<file path="src/rtl/uart_pkg.sv">
`default_nettype none
// +----------------------------------------------------------------------------+
// | Package  : uart_pkg                                                        |
// | Purpose  : Shared state encoding and constants for the uart_fifo16 slice.  |
// | Revision : 1.0  initial release                                            |
// +----------------------------------------------------------------------------+
package uart_pkg;

  typedef enum logic [1:0] {
    IDLE  = 2'd0,
    START = 2'd1,
    DATA  = 2'd2,
    STOP  = 2'd3
  } uart_state_e;

  localparam int DATA_BITS  = 8;
  localparam int FIFO_DEPTH = 16;
  localparam int HALF_LEVEL = 8;

  function automatic logic maj3(input logic a, input logic b, input logic c);
    return (a & b) | (a & c) | (b & c);
  endfunction

endpackage
`default_nettype wire

</file>
<file path="src/rtl/uart_fifo16_fifo16.sv">
`default_nettype none
// +----------------------------------------------------------------------------+
// | Module   : fifo16                                                          |
// | Purpose  : 16x8 first-word-fall-through FIFO with registered status flags. |
// | Revision : 1.0  initial release                                            |
// +----------------------------------------------------------------------------+
module fifo16 (
  input  logic       clk,
  input  logic       rst,
  input  logic       i_push,
  input  logic [7:0] i_push_data,
  input  logic       i_pop,
  output logic [7:0] o_read_data,
  output logic       o_read_rdy,
  output logic       o_halffull
);
  import uart_pkg::*;

  logic [7:0] r_mem [FIFO_DEPTH];
  logic [3:0] r_wr_ptr;
  logic [3:0] r_rd_ptr;
  logic [4:0] r_count;
  logic [4:0] w_count_next;
  logic       r_read_rdy;
  logic       r_halffull;
  logic       w_do_push;
  logic       w_do_pop;

  // A pop on an empty FIFO is ignored, so a same-cycle push into empty wins.
  assign w_do_pop  = i_pop && r_read_rdy;
  assign w_do_push = i_push && ((r_count != 5'(FIFO_DEPTH)) || w_do_pop);

  always_comb begin
    w_count_next = r_count;
    case ({w_do_push, w_do_pop})
      2'b10:   w_count_next = r_count + 5'd1;
      2'b01:   w_count_next = r_count - 5'd1;
      default: w_count_next = r_count;
    endcase
  end

  always_ff @(posedge clk or posedge rst) begin
    if (rst) begin
      r_wr_ptr   <= 4'd0;
      r_rd_ptr   <= 4'd0;
      r_count    <= 5'd0;
      r_read_rdy <= 1'b0;
      r_halffull <= 1'b0;
    end else begin
      if (w_do_push) r_wr_ptr <= r_wr_ptr + 4'd1;
      if (w_do_pop)  r_rd_ptr <= r_rd_ptr + 4'd1;
      r_count    <= w_count_next;
      r_read_rdy <= (w_count_next != 5'd0);
      r_halffull <= (w_count_next >= 5'(HALF_LEVEL));
    end
  end

  always_ff @(posedge clk) begin
    if (w_do_push) r_mem[r_wr_ptr] <= i_push_data;
  end

  assign o_read_data = r_read_rdy ? r_mem[r_rd_ptr] : 8'd0;
  assign o_read_rdy  = r_read_rdy;
  assign o_halffull  = r_halffull;

endmodule
`default_nettype wire

</file>
<file path="src/rtl/uart_fifo16.sv">
`default_nettype none
// +----------------------------------------------------------------------------+
// | Module   : uart_fifo16                                                     |
// | Purpose  : 8N1 UART, byte-handshake transmitter and receiver feeding a     |
// |            16-entry FWFT FIFO. Define UART_RX_MAJORITY_EN for 2-of-3 RX    |
// |            bit voting.                                                     |
// | Revision : 1.0  initial release                                            |
// +----------------------------------------------------------------------------+
module uart_fifo16 #(
  parameter int unsigned CLK_DIVIDER = 1302
) (
  input  logic       clk,
  input  logic       reset,
  output logic       serial_out,
  input  logic       serial_in,
  output logic       write_rdy,
  input  logic [7:0] write_data,
  input  logic       write_strobe,
  output logic [7:0] read_data,
  output logic       read_rdy,
  input  logic       read_strobe,
  output logic       halffull
);
  import uart_pkg::*;

  localparam logic [15:0] c_DIV_LAST  = 16'(CLK_DIVIDER - 1);
  localparam logic [15:0] c_HALF_LAST = 16'(CLK_DIVIDER / 2 - 1);
  localparam logic [2:0]  c_LAST_BIT  = 3'(DATA_BITS - 1);

  uart_state_e r_tx_state;
  uart_state_e w_tx_next;
  logic [15:0] r_tx_cnt;
  logic [2:0]  r_tx_bit;
  logic [7:0]  r_tx_shift;
  logic        w_tx_tick;
  logic        w_tx_accept;

  assign w_tx_tick   = (r_tx_cnt == c_DIV_LAST);
  assign w_tx_accept = write_strobe && (r_tx_state == IDLE);

  always_ff @(posedge clk or posedge reset) begin
    if (reset) r_tx_state <= IDLE;
    else       r_tx_state <= w_tx_next;
  end

  always_comb begin
    w_tx_next = r_tx_state;
    case (r_tx_state)
      IDLE:    if (w_tx_accept) w_tx_next = START;
      START:   if (w_tx_tick) w_tx_next = DATA;
      DATA:    if (w_tx_tick && (r_tx_bit == c_LAST_BIT)) w_tx_next = STOP;
      STOP:    if (w_tx_tick) w_tx_next = IDLE;
      default: w_tx_next = IDLE;
    endcase
  end

  always_comb begin
    write_rdy  = (r_tx_state == IDLE);
    serial_out = 1'b1;
    case (r_tx_state)
      START:   serial_out = 1'b0;
      DATA:    serial_out = r_tx_shift[0];
      default: serial_out = 1'b1;
    endcase
  end

  always_ff @(posedge clk or posedge reset) begin
    if (reset) begin
      r_tx_cnt   <= 16'd0;
      r_tx_bit   <= 3'd0;
      r_tx_shift <= 8'd0;
    end else begin
      if ((r_tx_state == IDLE) || w_tx_tick) r_tx_cnt <= 16'd0;
      else                                   r_tx_cnt <= r_tx_cnt + 16'd1;
      if (w_tx_accept) begin
        r_tx_shift <= write_data;
        r_tx_bit   <= 3'd0;
      end else if ((r_tx_state == DATA) && w_tx_tick) begin
        r_tx_shift <= {1'b0, r_tx_shift[7:1]};
        r_tx_bit   <= r_tx_bit + 3'd1;
      end
    end
  end

  logic r_sync1;
  logic r_sync2;
  logic r_prev;
  logic w_rx_bit;

  always_ff @(posedge clk or posedge reset) begin
    if (reset) begin
      r_sync1 <= 1'b1;
      r_sync2 <= 1'b1;
      r_prev  <= 1'b1;
    end else begin
      r_sync1 <= serial_in;
      r_sync2 <= r_sync1;
      r_prev  <= r_sync2;
    end
  end

  // r_sync1 already holds the next sample, so voting adds no latency.
`ifdef UART_RX_MAJORITY_EN
  assign w_rx_bit = maj3(r_prev, r_sync2, r_sync1);
`else
  assign w_rx_bit = r_sync2;
`endif

  uart_state_e r_rx_state;
  uart_state_e w_rx_next;
  logic [15:0] r_rx_cnt;
  logic [2:0]  r_rx_bit;
  logic [7:0]  r_rx_shift;
  logic        w_rx_fall;
  logic        w_rx_half;
  logic        w_rx_tick;
  logic        w_rx_adv;
  logic        w_push;

  // Requiring a high-to-low transition also holds off re-arming after a
  // framing error until the line has returned high.
  assign w_rx_fall = r_prev && !r_sync2;
  assign w_rx_half = (r_rx_cnt == c_HALF_LAST);
  assign w_rx_tick = (r_rx_cnt == c_DIV_LAST);
  assign w_rx_adv  = ((r_rx_state == START) && w_rx_half) ||
                     (((r_rx_state == DATA) || (r_rx_state == STOP)) && w_rx_tick);

  always_ff @(posedge clk or posedge reset) begin
    if (reset) r_rx_state <= IDLE;
    else       r_rx_state <= w_rx_next;
  end

  always_comb begin
    w_rx_next = r_rx_state;
    case (r_rx_state)
      IDLE:    if (w_rx_fall) w_rx_next = START;
      START:   if (w_rx_half) w_rx_next = w_rx_bit ? IDLE : DATA;
      DATA:    if (w_rx_tick && (r_rx_bit == c_LAST_BIT)) w_rx_next = STOP;
      STOP:    if (w_rx_tick) w_rx_next = IDLE;
      default: w_rx_next = IDLE;
    endcase
  end

  always_comb begin
    w_push = (r_rx_state == STOP) && w_rx_tick && w_rx_bit;
  end

  always_ff @(posedge clk or posedge reset) begin
    if (reset) begin
      r_rx_cnt   <= 16'd0;
      r_rx_bit   <= 3'd0;
      r_rx_shift <= 8'd0;
    end else begin
      if ((r_rx_state == IDLE) || w_rx_adv) r_rx_cnt <= 16'd0;
      else                                  r_rx_cnt <= r_rx_cnt + 16'd1;
      if (r_rx_state == IDLE) begin
        r_rx_bit <= 3'd0;
      end else if ((r_rx_state == DATA) && w_rx_tick) begin
        r_rx_shift <= {w_rx_bit, r_rx_shift[7:1]};
        r_rx_bit   <= r_rx_bit + 3'd1;
      end
    end
  end

  fifo16 u_fifo (
    .clk         (clk),
    .rst         (reset),
    .i_push      (w_push),
    .i_push_data (r_rx_shift),
    .i_pop       (read_strobe),
    .o_read_data (read_data),
    .o_read_rdy  (read_rdy),
    .o_halffull  (halffull)
  );

endmodule
`default_nettype wire

</file>
<file path="config.mk">
export PLATFORM = sky130hd
export DESIGN_NAME = uart_fifo16
export DESIGN_NICKNAME = d
export VERILOG_FILES = /design/src/rtl/uart_pkg.sv /design/src/rtl/uart_fifo16_fifo16.sv /design/src/rtl/uart_fifo16.sv
export SDC_FILE = /design/constraint.sdc
export NUM_CORES = 1
export LEC_CHECK = 0
export ABC_AREA = 1
export CAP_MARGIN = 15
export CORE_MARGIN = 8
export CORE_UTILIZATION = 50
export DETAILED_ROUTE_END_ITERATION = 12
export DONT_BUFFER_PORTS = 1
export PLACE_DENSITY_LB_ADDON = 0.25
export SLEW_MARGIN = 30
export SYNTH_ARGS = -nofsm -noshare
export SYNTH_HDL_FRONTEND = slang
export SYNTH_SLANG_ARGS = --single-unit
</file>
<file path="constraint.sdc">
create_clock -name clk -period 3 [get_ports clk]
set_input_delay 0.3 -clock clk [delete_from_list [all_inputs] [get_ports clk]]
set_output_delay 0.3 -clock clk [all_outputs]
set_load 0.1 [all_outputs]
</file>
* Word level (Yosys, flattened, before mapping)
Memories as Yosys holds them, arrays and structs flattened.
Cells that the tools add are included.
** Word-level totals
- Memories :: 1
- Logic and storage cells :: 99
- Bits of input ports :: 13
- Flip-flop bits (word level) :: 76
- Output and inout bits :: 12
- Bits in writable memories :: 128
** Memory list
- u_fifo.r_mem :: words 16, bits a word 8, rd ports 1, clocked after memory_dff 0, wr ports 1, RTL line uart_fifo16_fifo16.sv:19 : logic [7:0] r_mem [FIFO_DEPTH];
** Operators by class
- Mux-type cells :: 24
- Equal/unequal tests :: 22
- Reductions and logical operators :: 26
- $lt $le $gt $ge :: 1
- Bitwise logic cells :: 1
- $add $sub $neg :: 8
** Operators with widths (number)
- adder 16 x 1 -> 16 bit (second input constant) :: 2
- == test 16 x 11 -> 1 bit (second input constant) :: 2
- two-way mux 16 bit :: 2
- two-way mux 8 bit :: 3
- two-way mux 2 bit :: 9
- == test 16 x 10 -> 1 bit (second input constant) :: 1
- case mux 2 bit (4 select lines) :: 2
- logical AND 1 bit :: 12
- two-way mux 3 bit :: 4
- inequality test 2 bit (second input constant) :: 6
- == test 2 bit (second input constant) :: 5
- case mux 5 bit (2 select lines) :: 1
- adder 4 x 1 -> 4 bit (second input constant) :: 2
- AND reduction 4 bit :: 2
- adder 3 x 1 -> 3 bit (second input constant) :: 2
- == test 2 x 1 -> 1 bit (second input constant) :: 3
- == test 3 bit (second input constant) :: 2
- adder 5 x 1 -> 5 bit (second input constant) :: 1
- greater-or-equal comparator 5 x 4 -> 1 bit (second input constant) :: 1
- logical OR 1 bit :: 5
- inequality test 5 bit (second input constant) :: 1
- nonzero test 5 bit :: 1
- subtractor 5 x 1 -> 5 bit (second input constant) :: 1
- zero test 2 bit :: 2
- 7 further kinds :: 10

* Logic depth before layout (Yosys ltp)
Gate-level depths: netlist of run 1.
- Depth after elaboration :: 7
- Gate-level depth with buffers :: 19
- Depth with buffers taken out :: 19

* By module
A second synthesis of run 1 with hierarchy kept.
** Second synthesis, totals
- Cells, all modules :: 929
- Area, all modules :: 9342.7 um2
** By module, submodules not included
- fifo16 :: cells each 511, times used 1, sequential area each 4219.0 um2, area each 6057.1 um2
- uart_fifo16 :: cells each 418, times used 1, sequential area each 1530.2 um2, area each 3285.7 um2

* Worst setup path after synthesis of run 1
No wires, ideal clock.
- Kind :: register to output
- From :: register r_tx_state[0]
- To :: output port serial_out
- Data required time :: 2700 ps
- Data arrival time :: 2831 ps
- Stages on the path, launching flop included :: 5
- Buffers on the path :: 0
- Path slack :: -131 ps
- Cells stage by stage :: dfrtp_1 inv_1 ha_1 inv_1 o21ai_0
** Between the ends
- Word-level cells in the longest chain between the ends :: 2
- Elaborated cells on any way between the ends :: 3
- Those cells by class :: eq/ne: 2; mux: 1
** RTL lines
- from (decl) :: RTL line uart_fifo16.sv:30 : uart_state_e r_tx_state;
- from (signal assigned) :: RTL line uart_fifo16.sv:43 : else r_tx_state <= w_tx_next;
- == test 2 bit or == test 2 x 1 -> 1 bit (tied branches) :: RTL line uart_fifo16.sv:60 : case (r_tx_state)
- case mux 1 bit (2 select lines) (*) :: RTL line uart_fifo16.sv:60
- to (decl) :: RTL line uart_fifo16.sv:14 : output logic serial_out,
Every way passes the cells marked *; elsewhere a longest branch is shown, timed or not.

* Final worst setup path of run 1
- From :: register u_fifo.r_rd_ptr[0]
- To :: output port read_data[7]
** Between the ends
- Word-level cells in the longest chain between the ends :: 2
** RTL lines
- from (decl) :: RTL line uart_fifo16_fifo16.sv:21 : logic [3:0] r_rd_ptr;
- from (signal assigned) :: RTL line uart_fifo16_fifo16.sv:51 : if (w_do_pop) r_rd_ptr <= r_rd_ptr + 4'd1;
- memory read (16 x 8 bit)
- two-way mux 8 bit :: RTL line uart_fifo16_fifo16.sv:62 : assign o_read_data = r_read_rdy ? r_mem[r_rd_ptr] : 8'd0;
- to (decl) :: RTL line uart_fifo16.sv:19 : output logic [7:0] read_data,
Every way passes these cells.

==> impl.org, run 1 <==
** Worst hold path
- HP Start :: write_data[4]
- The path class of the tightest hold or removal check is in -> reg.

** STA
- Number of hold violations in the final report :: 0
- At the pin with the least slew margin, the transition time is ~0.93 ns.
- Measured against its own limit, the worst slew margin works out to 37.8%.
- Setup repair after global routing left no endpoint under its margin.
- Maximum clock skew at final layout :: approximately 0.014 ns
- The final-report max-slew violation count came to 0.
- Final number of setup-violating endpoints :: 0
- Dividing the final minimum period by the clock period gives about nine tenths.
- Based on the critical path, the design can be clocked at up to between 300 and 400 MHz.
- Clock period minus final worst setup slack :: between 2 and 3 ns
- Across all hold checks on the routed design, the worst slack comes to roughly 0.045 ns.

** Synth
- The number of different library cells used by synthesis comes to 42.
- For this run, the register share of the synthesized area comes to a little under two thirds.
- Summed over all instances, the cell type with the most area after synthesis is sky130_fd_sc_hd__edfxtp_1.
- Counting flops and latches in the post-synthesis netlist gives between 200 and 250.
- When the netlist entered floorplanning its net count stood at 859.
- Area of the mapped netlist :: between 0.008 and 0.009 mm^2
- After synthesis, the share of flip-flops with an asynchronous set or reset is between 30 and 40%.
- Leading post-synthesis cells by cell area :: sky130_fd_sc_hd__edfxtp_1 43%, sky130_fd_sc_hd__dfrtp_1 20%, sky130_fd_sc_hd__nor2_1 5.5%
- Number of flops mapped to enable cells by yosys :: between 100 and 150
- Commonest cells post-synth :: 131 x sky130_fd_sc_hd__nor2_1, 128 x sky130_fd_sc_hd__edfxtp_1, 96 x sky130_fd_sc_hd__nand2_1, 80 x sky130_fd_sc_hd__o21ai_0, 73 x sky130_fd_sc_hd__dfrtp_1
- Among all cell types in the netlist, the one instantiated most often is sky130_fd_sc_hd__nor2_1.
- Of the post-synthesis cell area, the dominant cell type holds a little over two fifths.
- Cells after Synth :: 824
- For this run, the number of Yosys warnings is 0.
- Main flop type after synthesis :: sky130_fd_sc_hd__edfxtp_1
- Mean post-synth cell area :: around 11 um^2

** Placed design
- Count of input and output buffers :: 0
- The congestion estimate from routability-driven global placement came to around 0.80.
- The placed instances occupy a cell area of between 0.009 and 0.01 mm^2.
- Detailed placement finished with a half-perimeter wire length of between 10000 and 15000 um.

** Critical path
- For the worst setup path, the data arrival time is ~2.4 ns.
- By startpoint and endpoint, the worst setup path is classified as reg -> out.
- Data on the critical path is required at its endpoint by 2.70 ns.
- Launching element type of the critical path :: register
- Of all nets on the critical path, the largest fanout is 19.
- Tracing the worst setup path back leads to its startpoint at u_fifo.r_rd_ptr[0].
- Reg2reg start :: r_rx_cnt[1]
- Category of the worst setup path capture point :: output port

** Route
- Violation count after the first detailed-routing iteration :: around 400
- Amount of wire on met2 after detailed routing :: 8960 um
- Residual antenna-violating net count after detailed routing :: 0
- Final WL :: about 19000 um
- Top routing layer used :: met4
- Summed over all nets, wire length on met3 after detailed routing comes to 1050 um.
- After detailed routing, the average wire length per cell comes to 17.1 um.
- Detailed routing inserted a total of a little over 6000 vias.
- In the routed layout, each cell is associated on average with a via count of approximately 5.5.
- The first TritonRoute pass finished after 5 iterations.
- For this run, design rule violations remaining after detail routing come to 0.
- Detailed-routing wirelength on met1 :: ~8400 um

** Power
- For this design the static power due to leakage is around 4.3 nW.
- Across the VDD grid, the largest voltage drop is between 1500 and 2000 uV.
- Combinational logic is responsible for 37.3% of the overall power.
- Power spread over the standard cell area amounts to between 900 and 1000 mW/mm^2.
- In this run, the clock network consumes 28.0% of the power.
- Sequential fraction of design power :: around a third
- Internal power comes to 5.86 mW.
- Net switching is about two fifths of the power.
- Net load switching power :: between 3 and 4 mW
- Design Power :: around 9.5 mW

** Clock tree
- CTS placed an instance of sky130_fd_sc_hd__clkbuf_16 at the clock tree root.
- Clock-pin slew reported for the worst setup and hold paths after clock tree synthesis :: around 0.06 ns
- Once the clock tree was built, the setup fixing pass inserted 0 buffers.
- In this run, CTS created clock tree buffers numbering 22.
- Maximum root-to-sink buffer count :: 3
- Post-CTS repair changed the size of 0 cells.
- Clock latency on the worst-skew pair, taken at its later pin, is roughly 0.51 ns.
- Total clock sinks :: approximately 200
- TritonCTS clock tree :: done
- Hold repair after CTS inserted 7 buffers.
- In this run the number of H-tree levels came out at 1.

** Floorplan
- Core region area :: about 0.018 mm^2
- In this run the core area contains 49 standard-cell rows.
- DIE HEIGHT :: 150 um
- Effective utilization at floorplan :: approximately half
- Pin placement for this block handled 25 I/O pins.
- DIE AREA :: ~0.023 mm^2
- Die span in x :: between 150 and 200 um

** Global routing
- Entering global routing, the biggest net connects 43 pins.
- The number of global-route vias before repair came to 6148.
- Leftover overflow at the end of global routing :: 0
- The first global-routing pass estimated around 31000 um of wire.
- Tot GR Track Use :: about 17%
- The initial antenna violation count came to 0.

** Cells and area
- Layout filler cell count :: between 1000 and 1500
- Storage cell area :: around 0.0057 mm^2
- Post-layout instance area :: slightly above 0.01 mm^2
- In the final layout, the multi-input gates occupy between 0.002 and 0.003 mm^2.
- The repair_antennas step left the layout with diodes totalling 0.
- Share of cells above drive strength 1 :: 13.9%
- For this run, the post-layout net count is approximately 900.
- Layout overhead on the synthesized area :: 15.1%

** Outcome
- The flow ran to the end, and the final reports show no timing, DRC or antenna violations.

** Flow run
- Max-cap violation count :: 0
==> flip-flops by register name (all words and copies together), names as in the netlist, 2 cells and up, named ones only <==
| register | flops |
|---|---|
| r_rx_bit | 3 |
| r_rx_cnt | 16 |
| r_rx_shift | 8 |
| r_tx_bit | 3 |
| r_tx_cnt | 16 |
| r_tx_shift | 8 |
| r_tx_state | 2 |
| u_fifo.r_count | 5 |
| u_fifo.r_mem | 128 |
| u_fifo.r_rd_ptr | 4 |
| u_fifo.r_wr_ptr | 4 |
==> cells in the final DEF, fill, tap and decap left out, types with 2 or more instances in the layout <==
cell type	count
sky130_fd_sc_hd__dfrtp_1	73
sky130_fd_sc_hd__buf_4	24
sky130_fd_sc_hd__nor3_1	13
sky130_fd_sc_hd__o21ai_0	79
sky130_fd_sc_hd__clkbuf_1	5
sky130_fd_sc_hd__nand3_1	38
sky130_fd_sc_hd__nand2_1	96
sky130_fd_sc_hd__o22ai_1	13
sky130_fd_sc_hd__mux2_2	10
sky130_fd_sc_hd__nor2_2	10
sky130_fd_sc_hd__clkbuf_16	22
sky130_fd_sc_hd__xnor2_1	2
sky130_fd_sc_hd__nor4_1	2
sky130_fd_sc_hd__clkinvlp_4	2
sky130_fd_sc_hd__clkbuf_8	2
sky130_fd_sc_hd__inv_1	58
sky130_fd_sc_hd__clkinv_2	5
sky130_fd_sc_hd__nor2_1	131
sky130_fd_sc_hd__a32o_1	2
sky130_fd_sc_hd__inv_2	7
sky130_fd_sc_hd__nand2_2	6
sky130_fd_sc_hd__dlygate4sd3_1	7
sky130_fd_sc_hd__o211ai_1	10
sky130_fd_sc_hd__dfstp_2	3
sky130_fd_sc_hd__xor2_1	13
sky130_fd_sc_hd__bufinv_16	2
sky130_fd_sc_hd__ha_1	21
sky130_fd_sc_hd__a21oi_2	9
sky130_fd_sc_hd__nand4_1	9
sky130_fd_sc_hd__a21oi_1	22
sky130_fd_sc_hd__o21ai_1	2
sky130_fd_sc_hd__edfxtp_1	128
sky130_fd_sc_hd__buf_12	9
sky130_fd_sc_hd__clkinv_1	4
sky130_fd_sc_hd__o221ai_1	23
==> metrics by stage <==
step	cells	utilization, %	worst slack [ns]	TNS (ns)
detailed placement	1059	53.7	0.421	0
global placement	1059	53.7	0.533	0
finish	1106	58.2	0.347	0
CTS	1106	58.2	0.341	0
global route	1106	58.2	0.0983	0
floorplan	824	-	-0.0322	-0.192
==> layout make-up <==
cell class | instances | area share (%)
Tap cell | 229 | 2.77
Inverter | 69 | 2.52
Clock inverter | 11 | 1.20
Timing Repair Buffer | 40 | 4.16
Multi-Input combinational cell | 524 | 28.0
Sequential cell | 204 | 55.6
Clock buffer | 29 | 5.77
==> logic make-up (layout without fill, tap and decap cells) <==
group | Yosys count | after routing | synth area share, %
adders and majority gates | 22 | 22 | 3.15
xor gates and xnor gates | 15 | 15 | 1.46
and+or+nand+nor | 314 | 314 | 15.3
AOI/OAI and AO/OA | 163 | 163 | 10.7
buffers and inverters | 96 | 149 | 4.16
DFF | 204 | 204 | 64.0
muxes | 10 | 10 | 1.25
==> critical path, stage by stage, from the launching register on <==
cell,delay [ns]
sky130_fd_sc_hd__dfrtp_1,0.40
sky130_fd_sc_hd__inv_2,0.25
sky130_fd_sc_hd__buf_4,0.28
sky130_fd_sc_hd__nor2_1,0.06
sky130_fd_sc_hd__o221ai_1,0.19
sky130_fd_sc_hd__o211ai_1,0.20
sky130_fd_sc_hd__a21oi_2,0.25
sky130_fd_sc_hd__buf_12,0.20
==> power groups by stage <==
stage / Clock (mW) / Combinational, mW / Sequential (mW)
finish: 2.67 / 3.55 / 3.30
detailed placement: 0 / 3.53 / 3.35
CTS: 2.72 / 3.55 / 3.30
floorplan: 0 / 2.37 / 3.32
global placement: 0 / 3.47 / 3.34
global route: 2.83 / 3.84 / 3.32
==> final timing paths <==
path / endpoint / slack [ns] / cells after the start
worst max-delay path: read_data[7] / 0.35 / 7
min in group asynchronous: r_tx_shift[3] / 0.20 / 2
worst min register to register: r_sync2 / 0.36 / 0
worst min-delay path: r_tx_shift[4] / 0.04 / 3
worst max register to register: u_fifo.o_read_rdy / 0.41 / 17
max in group asynchronous: r_sync2 / 1.97 / 3
==> routing by layer <==
layer | vias up | global-route usage, %
met4 | 0 | 5.85
met1 | 2960 | 23.0
li1 | 2960 | -
met2 | 168 | 27.8
met5 | - | 0
met3 | 36 | 3.08
Note: power is estimated with default switching activity, not from simulation.
==> run 2, diff against run 1 <==
Settings changed: CELL_PAD_IN_SITES_DETAIL_PLACEMENT from default to 0, CELL_PAD_IN_SITES_GLOBAL_PLACEMENT from default to 1.
==> run 2 against run 1 <==
- clock skew is 0.0023 ns higher
- worst setup slack got worse by 0.064 ns
- total power decreased by 0.58%
- first-iteration DRC count grew 20%
- wire length grew 1.8%
- combinational power about the same
- die area did not move
- global-route usage is 0.22 points higher
- critical path type unchanged
- highest routed layer unchanged
==> impl.org, run 2 (same netlist as run 1, synthesis figures left out) <==
** Outcome
- The run finished with clean final reports.

** Route
- The final layout contains routed wiring with a total length of approximately 19000 um.
- Residual antenna-violating net count after detailed routing :: 0
- Vias/cell :: approximately 5.6
- Violation count after the first detailed-routing iteration :: ~480
- Routed len/inst :: approximately 17 um
- Before antenna repair, the detailed router went through 7 iterations.
- DRC violations left :: 0
- Via count of the routed design :: a little over 6000

** Clock tree
- TritonCTS built the clock tree.
- Clock tree synthesis selected as its root buffer the cell sky130_fd_sc_hd__clkbuf_16.
- Post-CTS Hold Fix Bufs :: 6
- Number of buffers inserted by post-CTS setup repair :: 0
- The number of gates resized after CTS was 0.
- Cts bufs inserted :: 22
- H-tree depth reported by CTS :: 1
- Insertion delay to the later sink of the worst-skew pair :: about 0.5 ns
- Clock-pin slew reported for the worst setup and hold paths after clock tree synthesis :: about 0.06 ns
- The longest clock path from root to sink contains 3 buffers.
- The tree built by TritonCTS fans out to 204 sinks.

** Flow run
- Max-cap violation count :: 0

** Global routing
- The total overflow left after global routing is 0.
- The first global-routing pass estimated 31300 um of wire.
- Tot GR Track Use :: 17.4%
- Via count of the first global-routing pass :: roughly 6000
- Antenna violations before repair :: 0
- Entering global routing, the biggest net connects 50 pins.

** Cells and area
- Leading cell types in the layout, fill and taps excluded :: 131 x sky130_fd_sc_hd__nor2_1, 128 x sky130_fd_sc_hd__edfxtp_1, 96 x sky130_fd_sc_hd__nand2_1
- Relative to the synthesized area, the layout overhead comes to 15.1%.
- In the final layout, the registers with the most flip-flops are u_fifo.r_mem: 128 flops, r_rx_cnt: 16 flops, r_tx_cnt: 16 flops.
- Most common cell after layout, fill and taps aside :: sky130_fd_sc_hd__nor2_1
- Largest register FFs :: 128
- Counting flops per register, the top entry is u_fifo.r_mem.
- In the final layout, the share of cells above drive strength 1 is between 10% and 20%.
- At the end of the flow, the number of nets in the layout was approximately 900.
- The number of antenna diodes in the final layout is 0.

** Power
- The share of total power dissipated in the clock network is ~28%.
- For this design the static power due to leakage is between 4 and 5 nW.
- Design Power :: roughly 9.5 mW
- Net load switching power :: 3.60 mW
- Internal power :: between 5 and 6 mW
- For this design the ratio of total power to cell area is a little over 900 mW/mm^2.
- Net switching is a little under two fifths of the power.
- Maximum vdd drop :: around 1500 uV
- Sequential cells account for 34.8% of the total power.
- Power share of the combinational group :: between 30 and 40%

** Floorplan
- I/O pins :: 25
- Core region area :: about 0.018 mm^2
- Row generation in the floorplan step produced ~50 rows.
- DIE AREA :: between 0.02 and 0.025 mm^2
- Effective utilization at floorplan :: between 50% and 60%
- DIE HEIGHT :: between 150 and 200 um
- Die span in x :: around 150 um

** Placed design
- Half-perimeter wire length after placement :: 12400 um
- Routability-driven placement congestion ratio :: roughly 0.8
- The count of buffers added on input and output ports is 0.

** STA
- The worst pin sits at a relative slew slack of around two fifths.
- Final worst hold slack :: 0.0142 ns
- Setup repair after global routing left no endpoint under its margin.
- For the pin with the worst max-slew slack, the measured transition is 0.878 ns.
- Dividing the final minimum period by the clock period gives 90.5%.
- Across the routed clock network, the largest skew measured is between 0.015 and 0.02 ns.
- Summed over all failing endpoints, the final setup total negative slack is 0 ns.
- Timing would allow up to ~370 MHz.
- The number of hold violations in the final report is 0.
- Final number of setup-violating endpoints :: 0
- Final max-slew violation count :: 0
- Clock period minus final worst setup slack :: roughly 2.7 ns

** Critical path
- Largest driver fanout on the critical path :: 33
- The largest single stage delay on the critical path is ~0.44 ns.
- Launching element type of the critical path :: register
- The worst setup path is captured at an output port.
- Count of buffer and inverter cells on the critical path :: 3
- Max stage delay cell, worst path :: sky130_fd_sc_hd__dfrtp_1
- CP required :: approximately 2.7 ns
- Arrival time of the worst setup path :: 2.42 ns
- Worst path top cell family by delay :: compound AO/OA/AOI/OAI gates
- Worst Path Class, Setup :: reg -> out
- The critical path goes through inv_1 -> buf_4 -> o21ai_0 -> o221ai_1 -> nand3_1 -> a21oi_2 -> buf_12.

** Worst hold path
- The path class of the tightest hold or removal check is in -> reg.
## run 2: cell types whose count changed in the layout (fill, tap and decap cells not counted), sizes merged
cell | previous run | this run
buf | 33 | 36
inv | 65 | 66
clkbuf | 29 | 33
dlygate4sd3 | 7 | 6
clkinvlp | 2 | 1
clkinv | 11 | 7
## run 2: final timing paths
kind                               startpoint           endpoint  slack [ns]  cells past startpoint
max in group asynchronous               reset            r_sync1        1.89                      3
hold / removal                  write_data[5]      r_tx_shift[5]        0.01                      2
setup reg to reg                  r_rx_cnt[1]  u_fifo.o_read_rdy        0.42                     17
min in group asynchronous               reset      r_tx_shift[3]        0.38                      2
setup / recovery           u_fifo.r_rd_ptr[1]       read_data[7]        0.28                      7
hold reg to reg                       r_sync1            r_sync2        0.36                      0
## run 2: worst register-to-register path, cell delays in order, from the launching register on
cell,delay [ns]
sky130_fd_sc_hd__dfrtp_1,0.41
sky130_fd_sc_hd__inv_1,0.07
sky130_fd_sc_hd__ha_1,0.13
sky130_fd_sc_hd__nand2_1,0.06
sky130_fd_sc_hd__nor2_1,0.14
sky130_fd_sc_hd__nand2_1,0.10
sky130_fd_sc_hd__nor2_4,0.18
sky130_fd_sc_hd__nand2_2,0.09
sky130_fd_sc_hd__nand2_2,0.10
sky130_fd_sc_hd__inv_1,0.10
sky130_fd_sc_hd__ha_1,0.35
sky130_fd_sc_hd__a21oi_1,0.17
sky130_fd_sc_hd__nand2_1,0.07
sky130_fd_sc_hd__xor2_1,0.14
sky130_fd_sc_hd__nand3_1,0.08
sky130_fd_sc_hd__nand2_1,0.09
sky130_fd_sc_hd__nor2_2,0.14
sky130_fd_sc_hd__nand2_1,0.07
## run 2: power groups by stage
stage          logic (mW)  registers (mW)  clock network (mW)
2_1_floorplan        2.37            3.32                   0
3_3_place_gp         3.46            3.35                   0
3_5_place_dp         3.53            3.35                   0
4_1_cts              3.54            3.30                2.70
5_1_grt              3.78            3.32                2.80
6_report             3.52            3.30                2.65
## run 2: cell type report
| type | instances | area, um^2 |
|---|---|---|
| fill | 1467 | 7430 |
| clock buffer | 33 | 633 |
| timing repair buffer | 42 | 430 |
| multi-input combinational | 524 | 2900 |
| tap | 229 | 287 |
| inverter | 69 | 262 |
| clock inverter | 7 | 87.6 |
| sequential | 204 | 5750 |
## run 2: per-layer routing
| layer | track usage (%) | up-vias | part of all wire [%] |
|---|---|---|---|
| li1 | - | 2959 | - |
| met1 | 23.0 | 3054 | 44 |
| met2 | 28.8 | 126 | 48 |
| met3 | 2.39 | 40 | 4.2 |
| met4 | 6.60 | 0 | 2.9 |
| met5 | 0 | - | 0 |
## run 2: per-stage QoR
stage | utilization [%] | cell area (um^2) | worst slack (ns) | instances
2_1_floorplan | - | 8990 | -0.0322 | 824
3_3_place_gp | 53.8 | 9560 | 0.488 | 1062
3_5_place_dp | 53.8 | 9560 | 0.395 | 1062
4_1_cts | 58.2 | 10300 | 0.249 | 1108
5_1_grt | 58.2 | 10300 | 0.107 | 1108
6_report | 58.2 | 10300 | 0.284 | 1108
